===== config.mk =====
export PLATFORM = sky130hd
export DESIGN_NAME = button_pulse_conditioner
export DESIGN_NICKNAME = d
export VERILOG_FILES = /design/src/rtl/button_pulse_conditioner.sv
export SDC_FILE = /design/constraint.sdc
export NUM_CORES = 1
export LEC_CHECK = 0
export CELL_PAD_IN_SITES_DETAIL_PLACEMENT = 2
export CELL_PAD_IN_SITES_GLOBAL_PLACEMENT = 2
export CORE_ASPECT_RATIO = 0.6
export CORE_MARGIN = 1
export CORE_UTILIZATION = 33
export CTS_CLUSTER_SIZE = 25
export DETAILED_ROUTE_END_ITERATION = 10
export PLACE_DENSITY_LB_ADDON = 0.1
export SETUP_SLACK_MARGIN = 0.15
export SKIP_LAST_GASP = 1
export SYNTH_ARGS = -nofsm -noshare
export SYNTH_HDL_FRONTEND = slang
export SYNTH_SLANG_ARGS = --single-unit
export TNS_END_PERCENT = 1

===== constraint.sdc =====
create_clock -name clk -period 5.4 [get_ports clk]
set_clock_uncertainty 0.2 [all_clocks]
set_input_delay 1.08 -clock clk [delete_from_list [all_inputs] [get_ports clk]]
set_output_delay 1.08 -clock clk [all_outputs]
set_load 0.005 [all_outputs]

===== src/rtl/button_pulse_conditioner.sv =====
// Conditions raw pushbuttons into debounced levels and single-cycle press pulses,
// with optional hold-to-auto-repeat. Each channel is independent.
module button_pulse_conditioner #(
  parameter int N_BTN               = 2,
  parameter int DEBOUNCE_CYCLES     = 1_000_000,
  parameter int REPEAT_EN           = 1,
  parameter int REPEAT_DELAY_CYCLES = 50_000_000,
  parameter int REPEAT_RATE_CYCLES  = 10_000_000
) (
  input  logic             clk,
  input  logic             rst_n,
  input  logic [N_BTN-1:0] btn_raw,
  output logic [N_BTN-1:0] btn_pulse,
  output logic [N_BTN-1:0] btn_level
);

  localparam int DB_W    = $clog2(DEBOUNCE_CYCLES);
  localparam int RPT_MAX = (REPEAT_DELAY_CYCLES > REPEAT_RATE_CYCLES) ?
                           REPEAT_DELAY_CYCLES : REPEAT_RATE_CYCLES;
  localparam int RPT_W   = $clog2(RPT_MAX);

  localparam logic [DB_W-1:0]  DB_LAST    = DB_W'(DEBOUNCE_CYCLES - 1);
  localparam logic [RPT_W-1:0] DELAY_LAST = RPT_W'(REPEAT_DELAY_CYCLES - 1);
  localparam logic [RPT_W-1:0] RATE_LAST  = RPT_W'(REPEAT_RATE_CYCLES - 1);

  typedef enum logic [1:0] {
    IDLE  = 2'd0,
    DELAY = 2'd1,
    RATE  = 2'd2,
    HELD  = 2'd3
  } state_t;

  for (genvar g = 0; g < N_BTN; g++) begin : g_chan
    logic             sync1_q, sync2_q;
    logic             stable_q, stable_d;
    logic [DB_W-1:0]  db_cnt_q, db_cnt_d;
    logic [RPT_W-1:0] rpt_cnt_q, rpt_cnt_d;
    logic             pulse_q, pulse_d;
    state_t           state_q, state_d;

    always_ff @(posedge clk or negedge rst_n) begin
      if (!rst_n) begin
        sync1_q   <= 1'b0;
        sync2_q   <= 1'b0;
        stable_q  <= 1'b0;
        db_cnt_q  <= '0;
        rpt_cnt_q <= '0;
        pulse_q   <= 1'b0;
        state_q   <= IDLE;
      end else begin
        sync1_q   <= btn_raw[g];
        sync2_q   <= sync1_q;
        stable_q  <= stable_d;
        db_cnt_q  <= db_cnt_d;
        rpt_cnt_q <= rpt_cnt_d;
        pulse_q   <= pulse_d;
        state_q   <= state_d;
      end
    end

    // A new level is accepted only after DEBOUNCE_CYCLES consecutive disagreeing samples.
    always_comb begin
      stable_d = stable_q;
      db_cnt_d = '0;
      if (sync2_q != stable_q) begin
        if (db_cnt_q == DB_LAST) begin
          stable_d = sync2_q;
        end else begin
          db_cnt_d = db_cnt_q + 1'b1;
        end
      end
    end

    // FSM keys off the next debounced level so the press pulse lines up with btn_level.
    always_comb begin
      state_d   = state_q;
      rpt_cnt_d = rpt_cnt_q;
      pulse_d   = 1'b0;
      if (!stable_d) begin
        state_d   = IDLE;
        rpt_cnt_d = '0;
      end else begin
        case (state_q)
          IDLE: begin
            if (!stable_q) begin
              pulse_d   = 1'b1;
              rpt_cnt_d = '0;
              state_d   = (REPEAT_EN != 0) ? DELAY : HELD;
            end
          end
          DELAY: begin
            if (rpt_cnt_q == DELAY_LAST) begin
              pulse_d   = 1'b1;
              rpt_cnt_d = '0;
              state_d   = RATE;
            end else begin
              rpt_cnt_d = rpt_cnt_q + 1'b1;
            end
          end
          RATE: begin
            if (rpt_cnt_q == RATE_LAST) begin
              pulse_d   = 1'b1;
              rpt_cnt_d = '0;
            end else begin
              rpt_cnt_d = rpt_cnt_q + 1'b1;
            end
          end
          HELD: begin
            pulse_d = 1'b0;
          end
          default: begin
            state_d   = IDLE;
            rpt_cnt_d = '0;
          end
        endcase
      end
    end

    assign btn_pulse[g] = pulse_q;
    assign btn_level[g] = stable_q;
  end

endmodule


# ---- After elaboration in Yosys (flattened, before gate mapping)
# Cells that the tools add are included.
dict set report totals {
  reg_bits 104
  input_bits 4
  out_inout_bits 4
  wordCells 82
}
dict set report classes {
  n_eq_ne 22
  reduce_logical 6
  add_sub_neg 4
  n_mux 36
}
# op n
set op_table {}
lappend op_table {{two-way mux 26 bit} 8}
lappend op_table {{case mux 26 bit (3 select lines)} 2}
lappend op_table {{two-way mux 20 bit} 4}
lappend op_table {{adder 26 x 1 -> 26 bit (second input constant)} 2}
lappend op_table {{equality test 26 x 24 -> 1 bit (second input constant)} 2}
lappend op_table {{equality test 26 bit (second input constant)} 2}
lappend op_table {{adder 20 x 1 -> 20 bit (second input constant)} 2}
lappend op_table {{equality test 20 bit (second input constant)} 2}
lappend op_table {{two-way mux 1 bit} 12}
lappend op_table {{two-way mux 2 bit} 6}
lappend op_table {{inequality test 3 bit (second input constant)} 4}
lappend op_table {{equality test 2 bit (second input constant)} 4}
lappend op_table {{inequality test 4 x 1 -> 1 bit (second input constant)} 2}
lappend op_table {{case mux 1 bit (4 select lines)} 2}
lappend op_table {{case mux 2 bit (2 select lines)} 2}
lappend op_table {{inequality test 3 x 1 -> 1 bit (second input constant)} 2}
lappend op_table {{AND reduction 3 bit} 2}
lappend op_table {{equality test 2 x 1 -> 1 bit (second input constant)} 2}
lappend op_table {{zero test 2 bit} 2}
lappend op_table {{AND reduction 2 bit} 2}
lappend op_table {{inequality test 1 bit} 2}

# ---- Depth between registers and ports, before layout
# Gate-level depths: netlist (run 1).
dict set report depth {
  word_depth 5
  depth_mapped 9
  mapped_depth_nobuf 8
}

# ---- Least setup slack after synthesis (run 1)
# OpenSTA, ideal clock, no wires.
dict set report synth_path {
  path_type {register -> register}
  from {register g_chan[0].rpt_cnt_q[22]}
  to {register g_chan[0].rpt_cnt_q[20]}
  arrival_ns 2.339
  path_stages_with_launch 9
  slack_ns 2.740
  t_required_ns 5.079
  n_path_buf 2
  setup_ns 0.121
  period_less_slack_ns 2.660
  cell_sequence {dfrtp_1 -> or4b_1 -> or4b_1 -> o311ai_2 -> a22oi_2 -> buf_6 -> buf_8 -> a21o_1 -> a22o_1}
}
dict set report synth_between {
  elab_chain_len 4
  word_cells_on_any_way 6
  classes_between {eq/ne (2); mux (4)}
}
# item line
set synth_lines {}
lappend synth_lines {{start, declared} 37} ;# logic [RPT_W-1:0] rpt_cnt_q, rpt_cnt_d;
lappend synth_lines {{start signal, assigned} 55} ;# rpt_cnt_q <= rpt_cnt_d;
lappend synth_lines {{equality test 26 x 24 -> 1 bit / equality test 26 bit (equally long branches)} {101, 92}}
lappend synth_lines {{two-way mux 26 bit (on tied branches)} {101, 92}}
lappend synth_lines {{case mux 26 bit (3 select lines) (*)} 83} ;# case (state_q)
lappend synth_lines {{two-way mux 26 bit (*)} 79} ;# if (!stable_d) begin
# Every way passes the cells marked *; elsewhere a longest branch is shown, timed or not.
# A chain may end at the register's enable or synchronous reset.

# ---- Worst setup path after layout (run 1)
dict set report layout_path {
  from {register g_chan[0].db_cnt_q[8]}
  to {register g_chan[0].rpt_cnt_q[24]}
}
dict set report layout_between {
  elab_chain_len 5
  word_cells_on_any_way 7
  classes_between {eq/ne (3); mux (3); reduce/logical (1)}
}
# item line
set layout_lines {}
lappend layout_lines {{start, declared} 36} ;# logic [DB_W-1:0] db_cnt_q, db_cnt_d;
lappend layout_lines {{start signal, assigned} 54} ;# db_cnt_q <= db_cnt_d;
lappend layout_lines {{equality test 20 bit (*)} 66} ;# if (db_cnt_q == DB_LAST) begin
lappend layout_lines {{two-way mux 1 bit (*)} 66}
lappend layout_lines {{two-way mux 1 bit (*)} 65} ;# if (sync2_q != stable_q) begin
lappend layout_lines {{inequality test 4 x 1 -> 1 bit (no line) / inequality test 3 bit (equally long branches)} -}
lappend layout_lines {{AND reduction 2 bit (no line)} -}
# Marked as above.

==> results of run 1 <==
==> worst reg2reg max path, cell delays in order (launching register included) <==
cell	delay, ns
dfrtp_1	0.43
or4b_2	0.70
nor4_2	0.32
nand3_1	0.19
a22oi_2	0.54
buf_4	0.35
nor2b_4	0.49
a221o_1	0.24
==> final cells by class <==
type | instances | area (um^2)
Clock buffer | 10 | 239
Clock inverter | 6 | 62.6
Fill cell | 1896 | 10800
Inverter | 25 | 93.8
Multi-Input combinational cell | 482 | 3040
Sequential cell | 104 | 2600
Tap cell | 234 | 293
Timing Repair Buffer | 14 | 120
==> cells in the final DEF (no fill, tap or decap), types with 3 or more instances in the layout <==
cell type,Yosys,final
o211ai_1,3,3
o22ai_1,7,7
or4_1,3,3
nor2_1,79,79
xor2_1,16,16
inv_1,25,25
clkbuf_16,0,9
or3_1,10,10
o311ai_1,4,4
a22o_1,25,25
and2_1,8,8
and4b_1,3,3
xnor2_1,18,18
clkdlybuf4s50_1,0,6
a221oi_1,3,3
nor4b_1,4,4
buf_4,5,8
nand2b_1,3,3
nor4_1,8,8
o21ai_0,13,13
a221o_1,6,6
and4_1,8,8
nor3_1,14,14
dfrtp_1,104,104
and3_1,13,13
nand2_1,56,56
a21oi_1,16,16
nor2b_1,4,3
a21o_1,25,25
nand3_1,50,50
nand4_1,26,26
ha_1,12,12
or2_2,3,3
==> kinds of logic (layout without fill, tap and decap cells) <==
group,after synthesis,after routing,synth area share
and+or+nand+nor,309,309,0.275
adders and majority gates,12,12,0.0255
DFF,104,104,0.442
xor gates and xnor gates,34,34,0.0506
AOI/OAI and AO/OA,127,127,0.165
buffers and inverters,51,55,0.0423
==> power groups by stage <==
stage,Clock [W],Combinational [W],Sequential [W]
2_1_floorplan,0,0.0000104,0.000803
3_3_place_gp,0,0.0000341,0.000804
3_5_place_dp,0,0.0000354,0.000804
4_1_cts,0.000703,0.0000359,0.000789
5_1_grt,0.000730,0.0000390,0.000790
6_report,0.000677,0.0000335,0.000789
==> metal layers <==
layer | GRT usage | part of all wire | vias up
li1 | - | - | 2317
met1 | 0.306 | 0.53 | 2571
met2 | 0.303 | 0.43 | 39
met3 | 0.0418 | 0.027 | 13
met4 | 0.0508 | 0.011 | 0
met5 | 0 | 0 | -
==> synth_stat cells (4+ instances only) <==
master	n	area share
clkbuf_1	12	0.0077
dfrtp_1	104	0.44
nor3_1	14	0.012
nor2b_1	4	0.0043
or3_1	10	0.011
inv_1	25	0.016
nor4_1	8	0.0085
and3_1	13	0.014
a21oi_1	16	0.014
buf_2	4	0.0034
nor2_1	79	0.050
a21o_1	25	0.032
nand4_1	26	0.028
xor2_1	16	0.024
o22ai_1	7	0.0074
o21ai_0	13	0.011
and4_1	8	0.012
a22o_1	25	0.037
a221o_1	6	0.010
nand2_1	56	0.036
and2_1	8	0.0085
buf_4	5	0.0064
xnor2_1	18	0.027
o311ai_1	4	0.0060
ha_1	12	0.026
nand3_1	50	0.043
nor4b_1	4	0.0060
==> through the flow <==
| step | instance area, um^2 | setup WS [ns] | util | hold slack (ns) |
|---|---|---|---|---|
| 3_3_place_gp | 6140 | 1.99 | 0.356 | 0.136 |
| 4_1_cts | 6450 | 1.83 | 0.373 | 0.167 |
| 2_1_floorplan | 5880 | 2.74 | - | 0.131 |
| 5_1_grt | 6450 | 1.70 | 0.373 | 0.184 |
| 6_report | 6450 | 1.88 | 0.373 | 0.160 |
| 3_5_place_dp | 6140 | 1.85 | 0.356 | 0.138 |
==> registers in the layout, indices dropped and copies added, names as in the netlist <==
name / cells
g_chan.rpt_cnt_q: 52
g_chan.db_cnt_q: 40
g_chan.sync1_q: 2
g_chan.stable_q: 2
g_chan.state_q: 4
g_chan.sync2_q: 2
g_chan.pulse_q: 2
==> final timing paths <==
| check | startpoint | to | slack (ns) | depth (start not counted) |
|---|---|---|---|---|
| min in group asynchronous | rst_n | g_chan[0].db_cnt_q[15]$_DFF_PN0_ | 0.65 | 1 |
| worst min register to register | g_chan[1].sync1_q$_DFF_PN0_ | g_chan[1].sync2_q$_DFF_PN0_ | 0.16 | 0 |
| worst min-delay path | g_chan[1].sync1_q$_DFF_PN0_ | g_chan[1].sync2_q$_DFF_PN0_ | 0.16 | 0 |
| max in group asynchronous | rst_n | g_chan[1].rpt_cnt_q[23]$_DFFE_PN0P_ | 3.34 | 2 |
| worst max-delay path | g_chan[0].db_cnt_q[8]$_DFF_PN0_ | g_chan[0].rpt_cnt_q[24]$_DFFE_PN0P_ | 1.88 | 7 |
| worst max register to register | g_chan[0].db_cnt_q[8]$_DFF_PN0_ | g_chan[0].rpt_cnt_q[24]$_DFFE_PN0P_ | 1.88 | 7 |
==> summary.md, run 1 <==
| Metric | Value |
|---|---|
| Outcome | finished, final reports clean |
| Final wirelength | 17700 um |
| Post-DP HPWL | 12500 um |
| Overall Global Routing Usage | 0.206 |
| Ys async rst share | 1.00 |
| Number of buffers and inverters on the critical path | 1 |
| Fin nets | 652 |
| Vias in the first global route | 5287 |
| Row Count | 37 |
| Port Buf Inserts | 7 |
| CTS tree | done |
| Post-Syn Instances | 637 |
| Initial Util | 0.341 |
| Via/cell ratio | 5.65 |
| Startpoint type of the worst setup path | flip-flop |
| Worst-Margin Slew | 1.00 ns |
| Biggest cell delay along the critical path | 0.70 ns |
| RSZ-0062 raised after global routing | false |
| Syn nets | 653 |
| Kind of critical path | flip-flop to flip-flop |
| Worst skew pair latency | 0.37 ns |
| Sw Share | 0.247 |
| Global-route wire length before repair | 29500 um |
| Crit-path cells | or4b_2 -> nor4_2 -> nand3_1 -> a22oi_2 -> buf_4 -> nor2b_4 -> a221o_1 |
| Final setup vio count | 0 |
| Non-filler cells, final | 875 |
| Clock-pin slew on the worst setup and hold paths | 0.08 ns |
| CTS Buf Count | 9 |
| IO Pins | 8 |
| Area Overhead vs Synth | 9.55% |
| Hold Violations, Final | 0 |
| Worst setup EP type | flip-flop |
| Post-detailed-route count of antenna-violating nets | 0 |
| GR Overflow Total | 0 |
| Switching pwr | 0.000370 W |
| Post-synth EDFFs | 0 |
| Post-CTS sizing | 0 |
| Clock power share | 0.452 |
| Pwr dens | 233 nW/um^2 |
| Sink Count | 104 |
| LEAKAGE | 2.77 nW |
| Share of layout cells above drive strength 1 | 0.0577 |
| Dpl cells | 859 |
| 1st-iter DRT viols | 186 |
| Post-synth top flop | dfrtp_1 |
| F_max | 284 MHz |
| Fin crit share | 0.651 |
| DR WL/cell | 20.2 um |
| Syn Std Cell Area | 5880 um^2 |
| Worst hold path type | flip-flop to flip-flop |
| Die Wd | 174 um |
| Arr. time, crit path | 3.62 ns |
| Clock H-tree levels | 3 |
| Core Area | 17300 um^2 |
| Drt first pass iters | 4 |
| Max-Cap Viols | 0 |
| Slew Viols, Final | 0 |
| Total power | 0.00150 W |
| Final TNS setup | 0 ns |
| Syn_area_per_cell | 9.24 um^2 |
| Cell Int Power | 0.00113 W |
| Largest net degree at the start of global routing | 74 |
| Critical path required time | 5.51 ns |
| Yosys warns | 0 |
| Cell family with the largest share of critical-path delay | simple AND/OR/NAND/NOR gates |
| Initial antenna violation count | 0 |
| Via count | 4940 |
| Synth unique cells | 64 |
| DRC viols | 0 |
| Largest fanout on the critical path | 19 |
| Slew headroom | 0.332 |
| Cts hold-fix bufs | 0 |
| Critical path's slowest cell | or4b_2 |
| Fin crit period | 3.52 ns |
| Setup bufs post-CTS | 0 |
| Flip-flop and latch count after synthesis | 104 |
| Die Y | 105 um |
| Root Buffer Master | clkbuf_16 |
| Worst-case clock buffer depth | 2 |
| Reg power frac | 0.526 |
| GP Congestion | 0.775 |
| ANT cells | 0 |
| Register area share after synthesis | 0.442 |
| Die footprint | 18400 um^2 |
| Logic gate share of total power | 0.022 |
| Peak VDD IR | 0.149 mV |
(Power assumes the default switching activity.)
==> run 2: changes to the inputs <==
Clock period 5.4 ns to 3.28 ns, I/O delays scaled along.
==> run 2 against run 1 <==
Sequential share of layout area fell by 1.1 points. Global-route usage fell by 0.19 points. Clock power rose by 82%. Critical endpoint is now g_chan[0].rpt_cnt_q[16]$_DFFE_PN0P_.
==> summary.md, run 2 (same netlist as run 1, synthesis figures left out) <==
| Metric | Value |
|---|---|
| Outcome | finished, final reports clean |
| Commonest non-fill, non-tap cell in the layout | dfrtp_1 |
| RSZ-0062 raised after global routing | true |
| F_max | 325 MHz (+14%) |
| Core Area | 17300 um^2 (unchanged) |
| Post-detailed-route count of antenna-violating nets | 0 (unchanged) |
| Kind of critical path | flip-flop to flip-flop |
| Slew headroom | 0.527 (+0.195) |
| CTS Buf Count | 9 (unchanged) |
| ANT cells | 0 (unchanged) |
| Max-Cap Viols | 0 (unchanged) |
| Worst setup EP type | flip-flop |
| Fin nets | 669 (+2.6%) |
| IO Pins | 8 (unchanged) |
| Biggest register | g_chan.rpt_cnt_q |
| Initial antenna violation count | 0 (unchanged) |
| Share of layout cells above drive strength 1 | 0.0805 (+0.0228) |
| Hold Violations, Final | 0 (unchanged) |
| Row Count | 37 (unchanged) |
| Worst skew pair latency | 0.36 ns (about the same) |
| Port Buf Inserts | 7 (unchanged) |
| Vias in the first global route | 5299 (+0.23%) |
| Commonest cells after routing, fill and taps aside | dfrtp_1 (104), nor2_1 (79), nand2_1 (56), nand3_1 (50), nand4_1 (26) |
| Clock-pin slew on the worst setup and hold paths | 0.08 ns (about the same) |
| Drt first pass iters | 4 (unchanged) |
| Via/cell ratio | 5.62 (-0.38%) |
| CTS tree | done |
| Fin crit share | 0.939 (+0.288) |
| Fillers | 1885 (-0.58%) |
| Cts hold-fix bufs | 0 (unchanged) |
| GR Overflow Total | 0 (unchanged) |
| DRC viols | 0 (unchanged) |
| DR WL/cell | 19.9 um (-1.3%) |
| 1st-iter DRT viols | 201 (+8.1%) |
| Critical path required time | 3.32 ns (-2.19 ns) |
| Fin crit period | 3.08 ns (-0.436 ns) |
| Multi-input gate area | 3040 um^2 (+0.29%) |
| Die Y | 105 um (unchanged) |
| Largest fanout on the critical path | 18 (-1) |
| LEAKAGE | 2.88 nW (+3.8%) |
| Largest net degree at the start of global routing | 39 (-47%) |
| Arr. time, crit path | 3.12 ns (-0.50 ns) |
| Clock H-tree levels | 3 (unchanged) |
| Overall Global Routing Usage | 0.204 (-0.00189) |
| Worst-Margin Slew | 0.704 ns (-0.298 ns) |
| Pre-CTS worst setup slack | 0.274 ns (-1.58 ns) |
| Peak VDD IR | 0.240 mV (+60%) |
| Slew Viols, Final | 0 (unchanged) |
| Via count | 5017 (+1.6%) |
| Final setup vio count | 0 (unchanged) |
| Worst hold path type | input port to async pin |
| Initial Util | 0.341 (unchanged) |
| Final wirelength | 17800 um (+0.60%) |
| Die footprint | 18400 um^2 (unchanged) |
| Global-route wire length before repair | 29600 um (about the same) |
| Root Buffer Master | clkbuf_16 |
| Worst setup margin | 0.198 ns (-1.68 ns) |
| Startpoint type of the worst setup path | flip-flop |
| Largest register FFs | 52 (unchanged) |
| FF+latch area | 2600 um^2 (unchanged) |
| Worst-case clock buffer depth | 2 (unchanged) |
| Final TNS setup | 0 ns (unchanged) |
| Post-DP HPWL | 12900 um (+2.8%) |
| Die Wd | 174 um (unchanged) |
| Area Overhead vs Synth | 12.6% |
| GP Congestion | 0.816 (+5.3%) |
| Biggest regs | g_chan.rpt_cnt_q: 52 flops, g_chan.db_cnt_q: 40 flops, g_chan.state_q: 4 flops |
| Pwr dens | 390 nW/um^2 (+68%) |
| Sink Count | 104 (unchanged) |
-- run 2: per-stage QoR --
step / utilization / cell area (um^2) / hold slack, ns / instances / total power (W)
6_report: 0.384 / 6630 / 0.0790 / 892 / 0.00258
5_1_grt: 0.384 / 6630 / 0.110 / 892 / 0.00267
4_1_cts: 0.383 / 6610 / 0.0887 / 891 / 0.00263
3_5_place_dp: 0.364 / 6280 / 0.140 / 875 / 0.00139
3_3_place_gp: 0.364 / 6280 / 0.133 / 875 / 0.00138
2_1_floorplan: - / 5880 / 0.131 / 637 / 0.00134
-- run 2: where the power goes --
group	switching, W	internal (W)	total (W)	leakage, nW
logic	0.0000435	0.0000156	0.0000591	1.28
clock network	0.000513	0.000714	0.00123	0.159
registers	0.00000919	0.00129	0.00130	1.44
total	0.000566	0.00202	0.00258	2.88
-- run 2: area by class of cell --
class                      instances  share of cell area
multi-input combinational        482               0.459
clock inverter                     4              0.0115
sequential                       104               0.393
clock buffer                      12              0.0387
inverter                          25              0.0142
tap                              234              0.0442
timing repair buffer              31              0.0393
-- run 2: path summary, 6_finish.rpt --
| check | depth (start not counted) | slack [ns] | endpoint | startpoint |
|---|---|---|---|---|
| worst max-delay path | 7 | 0.20 | g_chan[0].rpt_cnt_q[16]$_DFFE_PN0P_ | g_chan[0].rpt_cnt_q[21]$_DFFE_PN0P_ |
| worst min-delay path | 1 | 0.08 | g_chan[1].rpt_cnt_q[3]$_DFFE_PN0P_ | rst_n |
| worst max register to register | 7 | 0.20 | g_chan[0].rpt_cnt_q[16]$_DFFE_PN0P_ | g_chan[0].rpt_cnt_q[21]$_DFFE_PN0P_ |
| worst min register to register | 0 | 0.16 | g_chan[1].sync2_q$_DFF_PN0_ | g_chan[1].sync1_q$_DFF_PN0_ |
| max in group asynchronous | 2 | 2.13 | g_chan[1].rpt_cnt_q[6]$_DFFE_PN0P_ | rst_n |
| min in group clk | 0 | 0.16 | g_chan[1].sync2_q$_DFF_PN0_ | g_chan[1].sync1_q$_DFF_PN0_ |
-- run 2: layer usage --
metal,share of wire,up-vias,track usage
li1,-,2369,-
met1,0.55,2593,0.310
met2,0.42,40,0.297
met3,0.022,15,0.0379
met4,0.0089,0,0.0445
met5,0,-,0
-- run 2: worst max-delay path, stage by stage (launching register included) --
cell      delay, ns
dfrtp_1        0.43
or4b_1         0.60
or4b_1         0.56
o311ai_2       0.33
a22oi_2        0.13
buf_4          0.25
and3_1         0.19
a221o_1        0.27
-- run 2: repair_timing --
| item | in CTS | in global routing |
|---|---|---|
| resized for setup | 0 | 2 |
| hold endpoints to repair | 0 | 0 |
| buffers inserted | 0 | 1 |
| setup endpoints to repair | 0 | 17 |
